`src/rtl/uart_rx_fifo.sv`:
```
// Receive-side byte FIFO between uart_rx and Peripheral, first-word-fall-through read port.
// Define UART_RX_FIFO_IRQ_EN to add the registered rx_irq pulse output.
module uart_rx_fifo #(
  parameter int DEPTH  = 8,
  parameter int ADDR_W = 3
) (
  input  logic              clk,
  input  logic              reset,
  input  logic              i_Rx_DV,
  input  logic [7:0]        i_Rx_Byte,
  input  logic              rd_en,
  input  logic              ovf_clr,
  output logic [7:0]        rd_data,
  output logic              rx_status,
  output logic [ADDR_W:0]   count,
`ifdef UART_RX_FIFO_IRQ_EN
  output logic              overflow,
  output logic              rx_irq
`else
  output logic              overflow
`endif
);

  localparam logic [ADDR_W:0] FullCnt = (ADDR_W+1)'(DEPTH);

  logic [7:0]        mem_q [DEPTH];
  logic [ADDR_W-1:0] wp_q, wp_d;
  logic [ADDR_W-1:0] rp_q, rp_d;
  logic [ADDR_W:0]   count_q, count_d;
  logic              overflow_q, overflow_d;
  logic              pop, push, drop, full;

  // A pop frees a slot in the same cycle, so a full FIFO can still accept a byte.
  always_comb begin
    full       = (count_q == FullCnt);
    pop        = rd_en && (count_q != '0);
    push       = i_Rx_DV && (!full || pop);
    drop       = i_Rx_DV && full && !pop;
    wp_d       = push ? wp_q + 1'b1 : wp_q;
    rp_d       = pop  ? rp_q + 1'b1 : rp_q;
    count_d    = count_q;
    if (push && !pop)
      count_d = count_q + 1'b1;
    else if (pop && !push)
      count_d = count_q - 1'b1;
    overflow_d = overflow_q;
    if (drop)
      overflow_d = 1'b1;
    else if (ovf_clr)
      overflow_d = 1'b0;
  end

  always_ff @(posedge clk) begin
    if (!reset) begin
      wp_q       <= '0;
      rp_q       <= '0;
      count_q    <= '0;
      overflow_q <= 1'b0;
    end else begin
      wp_q       <= wp_d;
      rp_q       <= rp_d;
      count_q    <= count_d;
      overflow_q <= overflow_d;
    end
  end

  // Storage is deliberately not reset; the pointers alone define what is valid.
  always_ff @(posedge clk) begin
    if (reset && push)
      mem_q[wp_q] <= i_Rx_Byte;
  end

`ifdef UART_RX_FIFO_IRQ_EN
  logic rx_irq_q;

  always_ff @(posedge clk) begin
    if (!reset)
      rx_irq_q <= 1'b0;
    else
      rx_irq_q <= ((count_q == '0) && (count_d != '0)) || (!overflow_q && overflow_d);
  end

  assign rx_irq = rx_irq_q;
`endif

  assign rd_data   = (count_q != '0) ? mem_q[rp_q] : 8'h00;
  assign rx_status = (count_q != '0);
  assign count     = count_q;
  assign overflow  = overflow_q;

endmodule

```
`config.mk`:
```
export PLATFORM = sky130hd
export DESIGN_NAME = uart_rx_fifo
export DESIGN_NICKNAME = d
export VERILOG_FILES = /design/src/rtl/uart_rx_fifo.sv
export SDC_FILE = /design/constraint.sdc
export NUM_CORES = 1
export LEC_CHECK = 0
export BUFFER_PORTS_ARGS = -buffer_cell sky130_fd_sc_hd__buf_2
export CORE_MARGIN = 8
export CORE_UTILIZATION = 53
export CTS_CLUSTER_DIAMETER = 30
export CTS_CLUSTER_SIZE = 8
export DETAILED_ROUTE_END_ITERATION = 12
export PLACE_DENSITY = 0.75
export SYNTH_ARGS = -nofsm -noshare
export SYNTH_HDL_FRONTEND = slang
export SYNTH_SLANG_ARGS = --single-unit
```
`constraint.sdc`:
```
create_clock -name clk -period 2.3 [get_ports clk]
set_clock_uncertainty 0.2 [all_clocks]
set_input_delay 0.115 -clock clk [delete_from_list [all_inputs] [get_ports clk]]
set_output_delay 0.115 -clock clk [all_outputs]
set_load 0.02 [all_outputs]
```
; After elaboration in Yosys (flattened, before gate mapping)
; Memories as Yosys holds them, arrays and structs flattened. A register that Yosys moved wholly into a read port is not among the register bits.
; Cells that the tools add are included.
[word_totals]
n_memories = 1
ram_bits = 64
inputBits = 13
reg_bits = 11
[memory_table]
columns = name, words, word_bits, read_ports, rd_ports_with_merged_regs, wr, line_no
row1 = mem_q, 8, 8, 1, 1, 1, 26  ; logic [7:0] mem_q [DEPTH];
[classes]
reduce_logical = 14
muxes = 9
n_eq_ne = 1
n_addsub = 4
[ops]
columns = cell, count
row1 = 4-bit 2-to-1 mux, 2
row2 = 8-bit 2-to-1 mux, 1
row3 = 1-bit logical AND, 7
row4 = 3-bit by 1-bit adder with 3-bit output (second input constant), 2
row5 = 3-bit 2-to-1 mux, 2
row6 = 4-bit by 1-bit adder with 4-bit output (second input constant), 1
row7 = 4-bit equality test (second input constant), 1
row8 = 1-bit 2-to-1 mux, 4
row9 = 2-bit nonzero test, 2
row10 = 4-bit nonzero test, 1
row11 = 4-bit by 1-bit subtractor with 4-bit output (second input constant), 1
row12 = 1-bit logical NOT, 3
row13 = 1-bit logical OR, 1

; Depth between registers and ports, before layout
[depth]
word_depth = 8
depth_mapped = 11

; Least setup slack after synthesis
; No wires, ideal clock.
[synth_path]
path_type = register to register
from = register count_q[1] (netlist: count[1])
to = register count_q[3] (netlist: count[3])
arrival_ps = 2368
required_time_ps = 2028
synth_period_minus_slack_ps = 2640
path_slack_ps = -340
n_path_buf = 0
path_stages_with_launch = 11
path_cell_list = dfxtp_1 > or3_4 > o21ai_4 > inv_1 > ha_1 > inv_1 > ha_1 > a21oi_1 > a211oi_1 > a31oi_1 > mux2i_1
[synth_via]
elab_chain_cells = 7
word_cells_on_any_way = 15
classes_between = add/sub (2) / eq/ne (1) / mux (2) / reduce/logical (10)
[synth_lines]
columns = item, line_no
row1 = "start, declared", 29  ; logic [ADDR_W:0] count_q, count_d;
row2 = "start signal, assigned", 62  ; count_q <= count_d;
row3 = "parallel branches: the longest is 7 deep, another holds 4-bit by 1-bit subtractor with 4-bit output", --
; Several ways; the timed one is not identified. The select of a mux whose other input is x is not followed.
; A chain may end at the register's enable or synchronous reset.

; Worst setup path in the final report
[layout_path]
from = register count_q[2] (netlist: count[2])
to = register count_q[3] (netlist: count[3])
; The elaborated chain is that of the path after synthesis.

==> impl_metrics.csv <==
group,metric,value,unit
outcome,outcome,"complete, but fails checks",
outcome,violations,"setup timing",
floorplan,initial_core_util,0.543,
drt,dr.first_iter.drc_count,88,
grt,grt_usage,0.145,
layout,drive_gt1_frac,0.399,
sta,slew_violations,0,
sta,setup_slack,-0.0654,ns
critical_path,cp_data_arrival_time,2.43,ns
critical_path,critical_path_class,"reg2reg",
cts,insertion_delay,0.33,ns
logic_synthesis,synth_top_area_frac,0.605,
logic_synthesis,syn_area_per_cell,17.6,um^2
critical_path,path_max_fanout,3,
critical_path,cp.required,2.37,ns
place,dp.cells,295,
floorplan,dieArea,0.00873,mm^2
sta,fin_setup_tns,-0.140,ns
sta,fin_crit_sh,1.03,
flow_run,maxCapViolCount,0,
critical_path,reg2reg_depth,11,
critical_path,end_kind,"flop",
sta,period_minus_slack,2.37,ns
sta,setup_viol,3,
logic_synthesis,synth_cell_type_count,34,
drt,ant_nets,0,
sta,clock.fmax,0.423,GHz
drt,drt-total-wl,5900,um
layout,final_cells,328,
logic_synthesis,ys_top_cells_by_area,"edfxtp_1 (60%), mux4_2 (11%), dfxtp_1 (8.8%), mux2i_1 (3.2%), ha_1 (2.0%)",
power,ir_worst_vdd,655,uV
drt,first_pass_iters,4,
layout,antenna_cells,0,
critical_path,startpoint_type,"flop",
grt,overflow,0,
logic_synthesis,ys_ff_latch,78,
sta,max_slew_margin,0.604,
floorplan,design.core.area,0.00585,mm^2
logic_synthesis,synth_top_area_cell,"edfxtp_1",
layout,area_growth,22.9,%
power,p_leak,1.36,nW
grt,grt_max_degree,17,
floorplan,io_pins,27,
critical_path,r2r_slack,-0.07,ns
cts,cts_buffer_depth,2,
drt,dr_total_vias,1768,
floorplan,rows,28,
logic_synthesis,netlist_instances,181,
sta,rsz0062_at_grt,"true",
layout,nets,267,
drt,wire_per_inst,18.0,um
power,power_density,1020,mW/mm^2
logic_synthesis,synth_warnings,0,
sta,worst-slew-pin-transition,0.594,ns
floorplan,die_y,93.4,um
place,gp_congestion,0.777,
layout,most-common-layout-cells,"edfxtp_1 (64), buf_2 (26), buf_4 (25)",
place,io_buffers,26,
cts,cts_sinks,78,
grt,grt_pass1_wl,9280,um
grt,grt_pass1_vias,1944,
grt,antenna_found_initial,0,
cts,cts_root_buffer,"clkbuf_8",
layout,layout_commonest_cell,"edfxtp_1",
cts,cts_inserted_buffers,9,
cts,cts_tree,"yes",
min_path,hp-class,"in2reg",
logic_synthesis,synth_area,0.00318,mm^2
layout,fillCellCount,406,
place,hpwl,3990,um
cts,htree_levels,3,
critical_path,reg2reg_from,"count[2]",
sta,final_hold_viol_count,0,
drt,drc,0,
cts,clkTransAtPathRegs,0.08,ns
floorplan,chipWidth,93.4,um
critical_path,critPathLaunch,"count[2]",
logic_synthesis,ys_seq_area_frac,0.693,
critical_path,r2r_end,"count[3]",
drt,routed_via_density,5.39,
critical_path,crit_path_end,"count[3]",
logic_synthesis,synth_nets,200,
registers in the layout, summed over array words and instances, names as in the netlist, named ones only:
register,flops
count,4
mem_q,64
overflow,1
rp_q,3
wp_q,3
worst min path at each step:
| stage | start | to | slack [ns] | cells after the start |
|---|---|---|---|---|
| 5_1_grt | i_Rx_DV | wp_q[2] | 0.08 | 4 |
| 6_report | i_Rx_DV | wp_q[2] | 0.07 | 4 |
| 4_1_cts | rd_en | rp_q[1] | 0.06 | 4 |
| 3_5_place_dp | i_Rx_Byte[4] | mem_q[5][4] | 0.18 | 1 |
| 3_3_place_gp | i_Rx_Byte[1] | mem_q[7][1] | 0.17 | 1 |
| 2_1_floorplan | i_Rx_Byte[0] | mem_q[0][0] | 0.01 | 0 |
cell type report:
| cell class | count | area, um^2 | area share |
|---|---|---|---|
| clock buffers | 14 | 153 | 0.0391 |
| clock inverters | 2 | 10.0 | 0.00256 |
| inverters | 3 | 18.8 | 0.00481 |
| multi-input cells | 93 | 981 | 0.251 |
| flip-flops and latches | 78 | 2210 | 0.566 |
| well taps | 75 | 93.8 | 0.0240 |
| repair buffers | 63 | 439 | 0.113 |
worst max-delay path, stage by stage (launching register included):
cell,delay (ns)
dfxtp_4,0.35
or3_4,0.44
nor2_8,0.15
inv_6,0.04
nand2_4,0.06
ha_4,0.15
inv_4,0.04
ha_1,0.20
a21oi_4,0.18
a211oi_2,0.09
a31oi_1,0.20
mux2i_1,0.20
routing by layer:
metal,vias up,part of all wire,track usage
met5,-,0,0
li1,831,-,-
met4,0,0.022,0.0765
met2,50,0.54,0.259
met1,876,0.39,0.157
met3,11,0.043,0.0313
stage by stage:
| stage | setup slack, ns | total power, mW | hold WS, ns | area, um^2 | util |
|---|---|---|---|---|---|
| after detailed placement | -0.138 | 3.08 | 0.181 | 3560 | 0.609 |
| after CTS | -0.0744 | 3.99 | 0.0587 | 3880 | 0.664 |
| after global placement | 0.0215 | 3.02 | 0.172 | 3560 | 0.609 |
| final | -0.0654 | 4.00 | 0.0713 | 3900 | 0.667 |
| after floorplan | -0.0973 | 2.67 | 0.0139 | 3230 | - |
| after global routing | -0.149 | 4.21 | 0.0761 | 3900 | 0.667 |
cell usage after synthesis:
cell and instances:
edfxtp_1 64, mux4_2 16, dfxtp_1 14, nor2_1 12, mux2i_1 10, nand2_1 8
and2_1 7, xnor2_1 6, ha_1 5, nor3_1 4, clkbuf_1 3, nand3_1 3
nor2b_1 3, a21boi_0 2, a21oi_1 2, inv_1 2, nand2b_1 2, nor4_1 2
a211oi_1 1, a31oi_1 1, buf_1 1, buf_2 1, buf_4 1, buf_6 1
fa_1 1, inv_4 1, nand2_4 1, nand3_2 1, nor2_8 1, o211ai_1 1
o21ai_0 1, o21ai_4 1, or3_4 1, or3b_2 1
kinds of logic after synthesis:
logic type / count (synthesis) / share of synthesized area
compound gates: 9 / 0.0213
mux: 26 / 0.145
xor+xnor: 6 / 0.0165
buf+inv: 10 / 0.0165
simple gates: 46 / 0.0815
flops: 78 / 0.693
fa+ha+maj: 6 / 0.0260
report_power, final:
| part | internal [mW] | switching [mW] |
|---|---|---|
| clock | 0.420 | 0.435 |
| sequential | 1.62 | 0.0442 |
| combinational | 0.719 | 0.763 |
| total | 2.76 | 1.24 |
what timing repair did:
item,CTS,global route
endpoints found under the hold margin,66,0
setup endpoints to repair,6,9
setup buffers,5,1
hold buffers,11,0
gates resized for setup,2,5
pin swaps,7,5
Note: power is estimated with default switching activity, not from simulation.
